[config.mk]
export PLATFORM = sky130hd
export DESIGN_NAME = host_switch_ctrl
export DESIGN_NICKNAME = d
export VERILOG_FILES = /design/src/rtl/host_switch_ctrl.sv
export SDC_FILE = /design/constraint.sdc
export NUM_CORES = 1
export LEC_CHECK = 0
export CAP_MARGIN = 5
export CORE_MARGIN = 8
export CORE_UTILIZATION = 40
export CTS_BUF_LIST = sky130_fd_sc_hd__clkbuf_16
export CTS_CLUSTER_DIAMETER = 100
export DETAILED_ROUTE_END_ITERATION = 10
export PLACE_DENSITY = 0.63
export SLEW_MARGIN = 15
export SYNTH_ARGS = -nofsm -noshare
export SYNTH_HDL_FRONTEND = slang
export SYNTH_SLANG_ARGS = --single-unit
[constraint.sdc]
create_clock -name clk -period 2.48 [get_ports clk]
set_clock_uncertainty 0.05 [all_clocks]
set_input_delay 0.496 -clock clk [delete_from_list [all_inputs] [get_ports clk]]
set_output_delay 0.496 -clock clk [all_outputs]
set_load 0.02 [all_outputs]
[src/rtl/host_switch_ctrl.sv]
// A/B host changeover sequencer: picks the io host from heartbeat, command and force inputs, freezing io around each switch.
// Optional macro SWI_AUTO_RESET_EN adds a timed reset pulse to the host being switched away from.
module host_switch_ctrl #(
  parameter int GUARD_CYC   = 16,
  parameter int SETTLE_CYC  = 16,
  parameter int HOLDOFF_CYC = 1024,
  parameter int RST_CYC     = 256,
  parameter int CNT_W       = 16
) (
  input  logic       clk,
  input  logic       rst_n,
  input  logic       alive_a,
  input  logic       alive_b,
  input  logic       com_swi,
  input  logic       force_swi,
  input  logic       force_sel,
  output logic       switch,
  output logic       io_freeze,
  output logic       busy,
  output logic       both_dead,
  output logic [7:0] swi_count,
  output logic       reset_A,
  output logic       reset_B
);

  localparam logic [2:0] S_HOST_A = 3'd0;
  localparam logic [2:0] S_HOST_B = 3'd1;
  localparam logic [2:0] S_GUARD  = 3'd2;
  localparam logic [2:0] S_SETTLE = 3'd3;
  localparam logic [2:0] S_HOLD   = 3'd4;

  localparam logic [CNT_W-1:0] GUARD_LOAD  = CNT_W'(GUARD_CYC - 1);
  localparam logic [CNT_W-1:0] SETTLE_LOAD = CNT_W'(SETTLE_CYC - 1);
  localparam logic [CNT_W-1:0] HOLD_LOAD   = CNT_W'(HOLDOFF_CYC - 1);

  logic [2:0]       r_state;
  logic [CNT_W-1:0] r_timer;
  logic             r_switch;
  logic             r_freeze;
  logic             r_busy;
  logic             r_both_dead;
  logic [7:0]       r_count;

  logic w_in_host;
  logic w_host_alive;
  logic w_stby_alive;
  logic w_force_trig;
  logic w_auto_trig;
  logic w_com_trig;
  logic w_trigger;
  logic w_timer_done;
  logic w_toggle;

  assign w_in_host    = (r_state == S_HOST_A) || (r_state == S_HOST_B);
  assign w_host_alive = r_switch ? alive_b : alive_a;
  assign w_stby_alive = r_switch ? alive_a : alive_b;
  assign w_force_trig = force_swi && (force_sel != r_switch);
  assign w_auto_trig  = !w_host_alive && w_stby_alive;
  assign w_com_trig   = com_swi && w_stby_alive;
  // Every trigger source launches the same sequence, so priority only matters for which one "wins" conceptually.
  assign w_trigger    = w_in_host && (w_force_trig || w_auto_trig || w_com_trig);
  assign w_timer_done = (r_timer == '0);
  assign w_toggle     = (r_state == S_GUARD) && w_timer_done;

  always_ff @(posedge clk or negedge rst_n) begin
    if (!rst_n) begin
      r_state     <= S_HOST_A;
      r_timer     <= '0;
      r_switch    <= 1'b0;
      r_freeze    <= 1'b0;
      r_busy      <= 1'b0;
      r_both_dead <= 1'b0;
      r_count     <= 8'd0;
    end else begin
      r_both_dead <= w_in_host && !w_trigger && !alive_a && !alive_b;
      case (r_state)
        S_HOST_A, S_HOST_B: begin
          if (w_trigger) begin
            r_state  <= S_GUARD;
            r_timer  <= GUARD_LOAD;
            r_freeze <= 1'b1;
            r_busy   <= 1'b1;
          end
        end
        S_GUARD: begin
          if (w_timer_done) begin
            r_switch <= ~r_switch;
            if (r_count != 8'hFF) r_count <= r_count + 8'd1;
            r_state  <= S_SETTLE;
            r_timer  <= SETTLE_LOAD;
          end else begin
            r_timer <= r_timer - CNT_W'(1);
          end
        end
        S_SETTLE: begin
          if (w_timer_done) begin
            r_freeze <= 1'b0;
            r_state  <= S_HOLD;
            r_timer  <= HOLD_LOAD;
          end else begin
            r_timer <= r_timer - CNT_W'(1);
          end
        end
        S_HOLD: begin
          if (w_timer_done) begin
            r_busy  <= 1'b0;
            r_state <= r_switch ? S_HOST_B : S_HOST_A;
          end else begin
            r_timer <= r_timer - CNT_W'(1);
          end
        end
        default: begin
          r_state  <= S_HOST_A;
          r_timer  <= '0;
          r_freeze <= 1'b0;
          r_busy   <= 1'b0;
        end
      endcase
    end
  end

  assign switch    = r_switch;
  assign io_freeze = r_freeze;
  assign busy      = r_busy;
  assign both_dead = r_both_dead;
  assign swi_count = r_count;

`ifdef SWI_AUTO_RESET_EN
  localparam logic [CNT_W-1:0] RST_LOAD = CNT_W'(RST_CYC - 1);

  logic [CNT_W-1:0] r_rst_cnt;
  logic             r_reset_a;
  logic             r_reset_b;

  // Pulse the host being abandoned; a later swap retargets and restarts the pulse.
  always_ff @(posedge clk or negedge rst_n) begin
    if (!rst_n) begin
      r_rst_cnt <= '0;
      r_reset_a <= 1'b0;
      r_reset_b <= 1'b0;
    end else if (w_toggle) begin
      r_rst_cnt <= RST_LOAD;
      r_reset_a <= ~r_switch;
      r_reset_b <= r_switch;
    end else if (r_reset_a || r_reset_b) begin
      if (r_rst_cnt == '0) begin
        r_reset_a <= 1'b0;
        r_reset_b <= 1'b0;
      end else begin
        r_rst_cnt <= r_rst_cnt - CNT_W'(1);
      end
    end
  end

  assign reset_A = r_reset_a;
  assign reset_B = r_reset_b;
`else
  assign reset_A = 1'b0;
  assign reset_B = 1'b0;
`endif

endmodule

==> results.tsv <==
metric	value	unit
clock sinks	31	
cell count after synthesis	194	
LEAKAGE	1.03	nW
flops & latches, synth	31	
Clk Latency, worst-skew pair	270	ps
Worst EP required	2620	ps
die area	6890	um^2
initial core utilization	41.2	%
critical path cell sequence	or4_4, nor2_4, nand3_2, or4_4, nor3_2, xor2_1	
maxcap violations	0	
antenna violations before repair	0	
RSZ-0062 raised after global routing	no	
PortBufs	18	
Worst VDD drop	0.000490	V
TritonCTS clock tree	done	
area leader, netlist	dfrtp_1	
CP Max Fanout	5	
DR pass1 iterations	5	
post-layout util	53.1	%
vias after detailed routing	1570	
main area contributors after synthesis	dfrtp_1 43%, nor2_1 4.2%, xor2_1 3.4%	
max incr delay on CP	590	ps
Hold Path Class	flop to flop	
Pwr per Cell Area	975	nW/um^2
Avg Vias per Cell	5.49	
Final min period	2340	ps
Slew Limit Fails	0	
clk slew on worst S/H paths	50	ps
total power	0.00225	W
sequential fraction of the synthesis area	43.2	%
worst slew pin tran	591	ps
Total Routing Usage GR	12.5	%
Final Cycle Share	94.3	%
critical path type	flop to flop	
slowest cell on the critical path	or4_4	
global-route wire length before repair	7400	um
H-tree depth	2	
core footprint	4350	um^2
# DRC	0	
Routed WL	4200	um
final setup fails	0	
Max Freq	0.428	GHz
clock buffer depth	2	
CP endpoint kind	flop	
antenna viol nets, final	0	
Post-Syn Area	1800	um^2
Main synth FF type	dfrtp_1	
CTS Buf Count	5	
mean area per synthesized cell	9.26	um^2
clk root buf	clkbuf_16	
Nets	243	
Hold Slack	454	ps
Synth async-reset ratio	100	%
height of the die	83.0	um
Cell variety after synth	51	
Avg WL per Cell	14.7	um
grt total ovfl	0	
die width	83.0	um
Most Frequent Cell on Critical Path	or4_4	
Ports	21	
crit start category	flop	
largest net degree at the start of global routing	32	
# rows	24	
cts hold-fix bufs	0	
P&R area growth vs syn	28.7	%
initial DRC count	88	
most common cell after layout, fill and taps aside	dfrtp_1	
critical path arrival	2480	ps
EDFF count, synth	0	
status	finished, final reports clean	
final count of hold timing violations	0	
post-DP HPWL	2980	um
share of layout cells above drive strength 1	19.2	%
worst rel slew slack	60.4	%
diode count	0	
most frequent cells in the layout	31 x dfrtp_1, 24 x buf_4, 20 x nor2_1	
Filler cells	399	
Synth top area share	43.2	%
vias in the first global route	1626	
GPL Wtd Cong	0.799	
yosys warns	0	
## worst paths after layout
check	from	depth (start not counted)	endpoint	slack, ps
max in group asynchronous	rst_n	2	r_timer[3]	1500
worst min-delay path	r_timer[9]	1	r_timer[9]	450
worst max register to register	r_timer[5]	6	swi_count[7]	140
worst min register to register	r_timer[9]	1	r_timer[9]	450
min in group asynchronous	rst_n	2	both_dead	570
worst max-delay path	r_timer[5]	6	swi_count[7]	140
## synth_stat cells, types with 4 or more instances
master and n:
o31ai_1 4, nand2_1 16, nand3_1 7, or3_1 5, inv_1 5, o21ai_0 11, or4_1 4, nor2_1 20
o2bb2ai_1 4, nor3_1 5, xor2_1 7, dfrtp_1 31, clkbuf_1 5, a21oi_1 12
## cell families (layout without fill, tap and decap cells)
logic type                 Yosys count  after routing  synth area share [%]
and+or+nand+nor                     81             81                  25.6
AOI/OAI and AO/OA                   50             50                  18.5
DFF                                 31             31                  43.2
buffers and inverters               16             55                  4.39
xor gates and xnor gates            10             10                  4.88
adders and majority gates            3              3                  2.09
muxes                                2              2                  1.18
other                                1              2                 0.209
## power by group
group          internal [W]  leakage [nW]  total [W]  switching [W]
logic              0.000431         0.557   0.000861       0.000430
clock network      0.000361        0.0762   0.000560       0.000199
registers          0.000668         0.393   0.000831       0.000163
## final cells by class
type | instances | area [um^2] | share of cell area, %
tap | 52 | 65.1 | 2.82
sequential | 31 | 776 | 33.6
multi-input combinational | 148 | 953 | 41.3
inverter | 5 | 18.8 | 0.812
clock inverter | 3 | 12.5 | 0.541
clock buffer | 5 | 125 | 5.41
timing repair buffer | 42 | 360 | 15.6
## metal layers
| layer | GRT usage [%] | vias to the layer above | share of wire, % |
|---|---|---|---|
| met5 | 0 | - | 0 |
| met4 | 5.59 | 0 | 1.3 |
| met3 | 3.13 | 5 | 3.2 |
| met2 | 19.3 | 21 | 46 |
| met1 | 15.9 | 758 | 50 |
| li1 | - | 786 | - |
## through the flow
step                area [um^2]  setup WS [ps]  instances  setup TNS [ps]
floorplan                  1800           96.9        195               0
global placement           2140           30.8        275               0
detailed placement         2140          -15.8        275           -15.8
CTS                        2280           74.3        283               0
global route               2310           2.10        286               0
finish                     2310            142        286               0
## sequential cells by signal, summed over array words and instances, names as in the netlist
signal	cells
switch	1
swi_count	8
both_dead	1
busy	1
r_state	3
io_freeze	1
r_timer	16
## what timing repair did
action | CTS | global route
gates resized for setup | 0 | 2
buffers inserted | 0 | 3
setup endpoints to repair | 0 | 14
## worst max-delay path, delay by kind of cell, from the launching register on
kind	cells	cell delay, ps
simple gates	5	1650
flops	1	370
xor+xnor	1	170
Power figures use the tool's default switching activity.
